### src/rtl/warp_scan_ctrl.sv
// Raster scan sequencer: issues homography requests per output pixel and writes results.
// Optional WARP_TIMEOUT_EN adds a wait-cycle watchdog that writes black and flags a sticky timeout.
module warp_scan_ctrl #(
    parameter int H_RES       = 640,
    parameter int V_RES       = 480,
    parameter int TIMEOUT_CYC = 1023
) (
    input  logic        iCLK,
    input  logic        iRST_N,
    input  logic        iFRAME_START,
    output logic [9:0]  oX,
    output logic [9:0]  oY,
    output logic        oSTART,
    input  logic        iREADY,
    input  logic [4:0]  iR,
    input  logic [5:0]  iG,
    input  logic [4:0]  iB,
    output logic        oWR_REQ,
    output logic [18:0] oWR_ADDR,
    output logic [15:0] oWR_DATA,
    input  logic        iWR_ACK,
    output logic        oBUSY,
    output logic        oFRAME_DONE,
    output logic        oTIMEOUT
);

    typedef enum logic [2:0] {
        S_IDLE,
        S_ISSUE,
        S_WAIT,
        S_WRITE,
        S_NEXT
    } state_t;

    localparam logic [9:0] X_LAST = 10'(H_RES - 1);
    localparam logic [9:0] Y_LAST = 10'(V_RES - 1);

    state_t      state_q, state_d;
    logic [9:0]  x_q, x_d;
    logic [9:0]  y_q, y_d;
    logic [18:0] addr_q, addr_d;
    logic [15:0] data_q, data_d;
    logic        last_px;

`ifdef WARP_TIMEOUT_EN
    localparam logic [9:0] TMO_LAST = 10'(TIMEOUT_CYC - 1);
    logic [9:0] tcnt_q, tcnt_d;
    logic       tmo_q, tmo_d;
`endif

    assign last_px = (x_q == X_LAST) && (y_q == Y_LAST);

    always_comb begin
        state_d = state_q;
        x_d     = x_q;
        y_d     = y_q;
        addr_d  = addr_q;
        data_d  = data_q;
`ifdef WARP_TIMEOUT_EN
        tcnt_d  = tcnt_q;
        tmo_d   = tmo_q;
`endif
        unique case (state_q)
            S_IDLE: begin
                if (iFRAME_START) begin
                    x_d     = '0;
                    y_d     = '0;
                    addr_d  = '0;
                    state_d = S_ISSUE;
                end
            end
            S_ISSUE: begin
`ifdef WARP_TIMEOUT_EN
                tcnt_d  = '0;
`endif
                state_d = S_WAIT;
            end
            S_WAIT: begin
                if (iREADY) begin
                    data_d  = {iR, iG, iB};
                    state_d = S_WRITE;
                end
`ifdef WARP_TIMEOUT_EN
                else if (tcnt_q == TMO_LAST) begin
                    data_d  = '0;
                    tmo_d   = 1'b1;
                    state_d = S_WRITE;
                end else begin
                    tcnt_d  = tcnt_q + 10'd1;
                end
`endif
            end
            S_WRITE: begin
                if (iWR_ACK) state_d = S_NEXT;
            end
            S_NEXT: begin
                addr_d = addr_q + 19'd1;
                if (x_q == X_LAST) begin
                    x_d = '0;
                    y_d = y_q + 10'd1;
                end else begin
                    x_d = x_q + 10'd1;
                end
                state_d = last_px ? S_IDLE : S_ISSUE;
            end
            default: state_d = S_IDLE;
        endcase
    end

    always_ff @(posedge iCLK) begin
        if (!iRST_N) begin
            state_q <= S_IDLE;
            x_q     <= '0;
            y_q     <= '0;
            addr_q  <= '0;
            data_q  <= '0;
        end else begin
            state_q <= state_d;
            x_q     <= x_d;
            y_q     <= y_d;
            addr_q  <= addr_d;
            data_q  <= data_d;
        end
    end

`ifdef WARP_TIMEOUT_EN
    always_ff @(posedge iCLK) begin
        if (!iRST_N) begin
            tcnt_q <= '0;
            tmo_q  <= 1'b0;
        end else begin
            tcnt_q <= tcnt_d;
            tmo_q  <= tmo_d;
        end
    end
    assign oTIMEOUT = tmo_q;
`else
    assign oTIMEOUT = 1'b0;
`endif

    // Done fires in the final S_NEXT so a start in that cycle lands outside S_IDLE.
    assign oFRAME_DONE = (state_q == S_NEXT) && last_px;
    assign oSTART      = (state_q == S_ISSUE);
    assign oWR_REQ     = (state_q == S_WRITE);
    assign oBUSY       = (state_q != S_IDLE);
    assign oX          = x_q;
    assign oY          = y_q;
    assign oWR_ADDR    = addr_q;
    assign oWR_DATA    = data_q;

endmodule

### config.mk
export PLATFORM = sky130hd
export DESIGN_NAME = warp_scan_ctrl
export DESIGN_NICKNAME = d
export VERILOG_FILES = /design/src/rtl/warp_scan_ctrl.sv
export SDC_FILE = /design/constraint.sdc
export NUM_CORES = 1
export LEC_CHECK = 0
export ABC_AREA = 1
export BUFFER_PORTS_ARGS = -buffer_cell sky130_fd_sc_hd__buf_2
export CAP_MARGIN = 15
export CORE_UTILIZATION = 47
export CTS_CLUSTER_DIAMETER = 60
export DETAILED_ROUTE_END_ITERATION = 16
export PLACE_DENSITY_LB_ADDON = 0.2
export SYNTH_ARGS = -nofsm -noshare
export SYNTH_HDL_FRONTEND = slang
export SYNTH_SLANG_ARGS = --single-unit
### constraint.sdc
create_clock -name iCLK -period 1.7 [get_ports iCLK]
set_clock_uncertainty 0.2 [all_clocks]
set_input_delay 0.34 -clock iCLK [delete_from_list [all_inputs] [get_ports iCLK]]
set_output_delay 0.34 -clock iCLK [all_outputs]
set_load 0.01 [all_outputs]
# [Word level (Yosys, flattened, before mapping)]
# Index checks and enable logic that the tools add are counted.
[word_totals] ff_bits=58 latch_bits=0 ram_bits=0 mem_bits_ro=0 input_bits=21 output_inout_bits=60 wordCells=39 n_memories=0
[classes] n_addsub=3 multipliers=0 div=0 magnitude_cmp=0 eq_ne=10 shifts=0 muxes=12 bitwise=0 n_reduce_logical=9
[ops] op="one-hot mux 10 bit (2 select lines)" n=2
[ops] op="one-hot mux 19 bit (2 select lines)" n=1
[ops] op="2-to-1 mux 10 bit" n=3
[ops] op="adder 10 x 1 -> 10 bit, second input constant" n=2
[ops] op="adder 19 x 1 -> 19 bit, second input constant" n=1
[ops] op="2-to-1 mux 19 bit" n=1
[ops] op="one-hot mux 3 bit (5 select lines)" n=1
[ops] op="equality test 10 bit, second input constant" n=1
[ops] op="equality test 10 x 9 -> 1 bit, second input constant" n=1
[ops] op="2-to-1 mux 3 bit" n=3
[ops] op="equality test 3 x 2 -> 1 bit, second input constant" n=2
[ops] op="inequality test 2 bit, second input constant" n=3
[ops] op="AND reduction 3 bit" n=2
[ops] op="AND reduction 2 bit" n=2
[ops] op="equality test 3 x 1 -> 1 bit, second input constant" n=1
[ops] op="equality test 3 bit, second input constant" n=1
[ops] op="zero test 3 bit" n=1
[ops] op="nonzero test 3 bit" n=1
[ops] op="logical AND 1 bit" n=2
[ops] op="inequality test 2 x 1 -> 1 bit, second input constant" n=1
[ops] op="nonzero test 2 bit" n=1
[ops] op="2-to-1 mux 1 bit" n=1

# [Logic depth before layout (Yosys ltp)]
[depth] ltp_word=4 depth_mapped=9 ltp_nobuf=9

# [Least setup slack after synthesis]
# OpenSTA, ideal clock, no wires.
[synth_path] path_type="register -> output" startpoint="register x_q[0], in the netlist oX[0]" endpoint="output port oFRAME_DONE" arrival_time_ps=1264 required_time_ps=1160 slack_ps=-104 path_stages_with_launch=6 n_path_buf=0 cell_sequence="dfxtp_1 ha_1 nand2_1 nor2_2 nand4_1 nor2_1"
[synth_via] elab_chain_cells=3
[synth_rtl] item="from (decl)" line_no="39" source="logic [9:0] x_q, x_d;"
[synth_rtl] item="from (signal assigned)" line_no="113" source="x_q <= '0;"
[synth_rtl] item="from (signal assigned)" line_no="119" source="x_q <= x_d;"
[synth_rtl] item="equality test 10 bit" line_no="51" source="assign last_px = (x_q == X_LAST) && (y_q == Y_LAST);"
[synth_rtl] item="logical AND 1 bit" line_no="51"
[synth_rtl] item="logical AND 1 bit" line_no="142" source="assign oFRAME_DONE = (state_q == S_NEXT) && last_px;"
[synth_rtl] item="to (decl)" line_no="23" source="output logic oFRAME_DONE,"
# Every way passes these cells.

# [Worst setup path after layout]
[layout_path] startpoint="register x_q[1], in the netlist oX[1]" endpoint="output port oFRAME_DONE"
# The elaborated chain is that of the path after synthesis.

==> qor.yml <==
worstPathCellList: "ha_4, nand2_4, nor2_4, nand4_1, nor2_2, buf_2"
synth_compound_area_share_pct: 13.7
cts_root_buf: "clkbuf_8"
rsz0062_at_grt: "yes"
synthSimpleGateAreaFrac_pct: 35.5
grt_use_met2_pct: 40.3
core_area_sq_um: 5960
slowest_delay_ns: 0.36
die_h_um: 81.0
power_density_nw_per_um2: 848
reg2reg_from: "oX[1]"
ff2ff_path_depth: 9
initial_core_util_pct: 49.2
h-tree-depth: 3
fin_nets: 567
grt_max_degree: 20
cpLargestDelayFamily: "simple AND/OR/NAND/NOR gates"
fin_crit_sh_pct: 115
slew_viol_final: 0
grt_pass1_vias: 2857
min-delay-start: "iB[4]"
critPathBufInv: 1
synth_xor_area_share_pct: 0.897
rr_endpoint: "oX[1]"
first_pass_iters: 5
use_met1_pct: 29.1
worstHoldPathCells: 3
grtUsageTotal_pct: 24.4
cap_violations: 0
final_cells: 623
hold_viol: 0
fin_ws_ns: -0.250
rrSetupSlack_ns: -0.14
yosys_warnings: 0
wl_per_cell_um: 13.0
power.total_mw: 3.49
die_x_um: 81.0
clock_latency_ns: 0.35
final_util_pct: 69.2
hold_ws_ns: 0.0640
start_kind: "flop"
dp_hpwl_um: 5540
synth_mux_area_share_pct: 0
max_freq_mhz: 513
ys_seq_elements: 58
gp_routability_congestion: 0.874
hold_path_end: "oWR_DATA[4]"
clkSinkCount: 58
antenna_cells: 0
hp-class: "in -> reg"
synth_top_family_by_area: "simple AND/OR/NAND/NOR gates"
grt_busiest_layer: "met2"
antenna_left: 0
synthCells: 418
clkTransAtPathRegs_ns: 0.06
grt_first_pass_wirelength_um: 12300
synth_fp_nets: 442
p_leak_nw: 1.85
critical_path_class: "reg -> out"
io-pin-count: 81
synth_area_per_cell_sq_um: 7.01
numPortBuffers: 79
drcViolationCount: 0
required_ns: 1.16
crit_path_top_delay_cell: "dfxtp_2"
finalSetupViolCount: 12
status: "finished, violations left"
synth_top_flop_cell: "dfxtp_1"
layout_min_cycle_time_ns: 1.95
drive_gt1_share_pct: 37.0
overflow: 0
die_area_sq_um: 6550
synthesis.area_sq_um: 2930
stdcell_area_sq_um: 4120
violations: "negative setup slack"
fin_setup_tns_ns: -1.26
grt_use_met3_pct: 6.52
ir_drop_v: 0.000576
pre_cts_ws_ns: -0.0265
drt_iter0_drc: 150
cts_buffers: 9
placed_cell_area_sq_um: 3630
cts_tree: "built"
dp.cells: 595
ctsLongestPathBuffers: 2
cp.arrival_ns: 1.41
areaGrowthSynthToFinish_pct: 40.6
antenna_found_initial: 0
synth_edf_count: 0
yosysSeqAreaShare_pct: 39.6
synthAdderAreaFrac_pct: 1.28
routed_wl_um: 8080
endpoint_kind: "output port"
vias_per_cell: 5.13
rows: 28
synth.distinct_cells: 37
synthArstFlopShare_pct: 0
crit_fanout: 2
vias: 3197
[cells by family (layout without fill, tap and decap cells)]
kind of cell / after synthesis / after routing
AND/OR/NAND/NOR: 219 / 219
AO/OA/AOI/OAI: 75 / 75
buffers and inverters: 59 / 189
flip-flops: 58 / 58
adder cells (fa/ha/maj): 3 / 3
XOR/XNOR: 3 / 3
other: 1 / 1
[worst max path at each step]
stage | cells after the start | end | from | slack [ns]
floorplan | 5 | oFRAME_DONE | oX[1] | 0.002
CTS | 6 | oFRAME_DONE | oY[1] | -0.27
finish | 6 | oFRAME_DONE | oX[1] | -0.25
global placement | 7 | oWR_ADDR[14] | oWR_ADDR[0] | 0.06
detailed placement | 8 | oWR_ADDR[18] | oWR_ADDR[1] | -0.03
global route | 6 | oFRAME_DONE | oX[1] | -0.35
[cells in the final DEF, fill, tap and decap left out, types with 4 or more instances in the layout]
cell,netlist,routed
buf_2,2,79
inv_1,40,38
nand2_1,102,98
a21oi_1,46,42
nor2_1,36,29
nor2_2,3,5
dfxtp_1,58,47
o21ai_0,17,12
a21oi_2,4,8
buf_4,3,44
nor2_4,1,6
nand2_2,1,4
dfxtp_2,0,9
nand4_1,9,9
nor3_1,7,7
o21ai_1,3,8
nand3_2,2,5
nand2_4,3,4
clkbuf_8,0,9
nand3_1,45,41
buf_6,2,5
[flip-flops by register name, indices dropped and copies added (netlist names)]
name	flops
oWR_ADDR	19
oWR_DATA	16
oX	10
oY	10
state_q	3
[repair_timing]
item | in CTS | in global routing
endpoints found under the setup margin | 8 | 30
hold endpoints to repair | 0 | 0
pin swaps | 6 | 14
buffers inserted | 6 | 6
hold buffers | 0 | 0
gates resized for setup | 15 | 40
[final cells by class]
| type | count | area, sq um |
|---|---|---|
| well taps | 75 | 93.8 |
| repair buffers | 128 | 782 |
| clock inverters | 6 | 105 |
| fillers | 506 | 1840 |
| multi-input cells | 301 | 1650 |
| inverters | 45 | 181 |
| clock buffers | 10 | 128 |
| flip-flops and latches | 58 | 1180 |
[routing by layer]
layer  vias to the layer above  routed length (um)
met3                        12                 468
li1                       1622                   -
met2                       103                3910
met5                         -                   0
met4                         0                 185
met1                      1460                3510
[power breakdown]
group / internal (mW) / total (mW) / switching [mW]
combinational: 0.208 / 0.514 / 0.306
sequential: 1.40 / 1.44 / 0.0395
clock: 0.966 / 1.54 / 0.574
total: 2.57 / 3.49 / 0.919
[tightest hold or removal path, stage by stage]
cell	delay, ns
buf_2	0.10
nand3_1	0.07
a21oi_1	0.06
[cells in the mapped netlist (3+ instances only)]
cell type  number  area share [%]
inv_1          40             5.1
o21ai_0        17             2.9
dfxtp_1        58              40
a21oi_2         4             1.2
ha_1            3             1.3
xor2_1          3            0.90
buf_4           3            0.77
nand3_1        45             7.7
nand3b_1        3            0.77
nor2_1         36             4.6
nand2_1       102              13
clkbuf_1        6            0.77
a21oi_1        46             7.9
nor2_2          3            0.64
o21ai_1         3            0.51
nand2_4         3             1.2
nor3_1          7             1.2
nand4_1         9             1.9
Note: power is estimated with default switching activity, not from simulation.
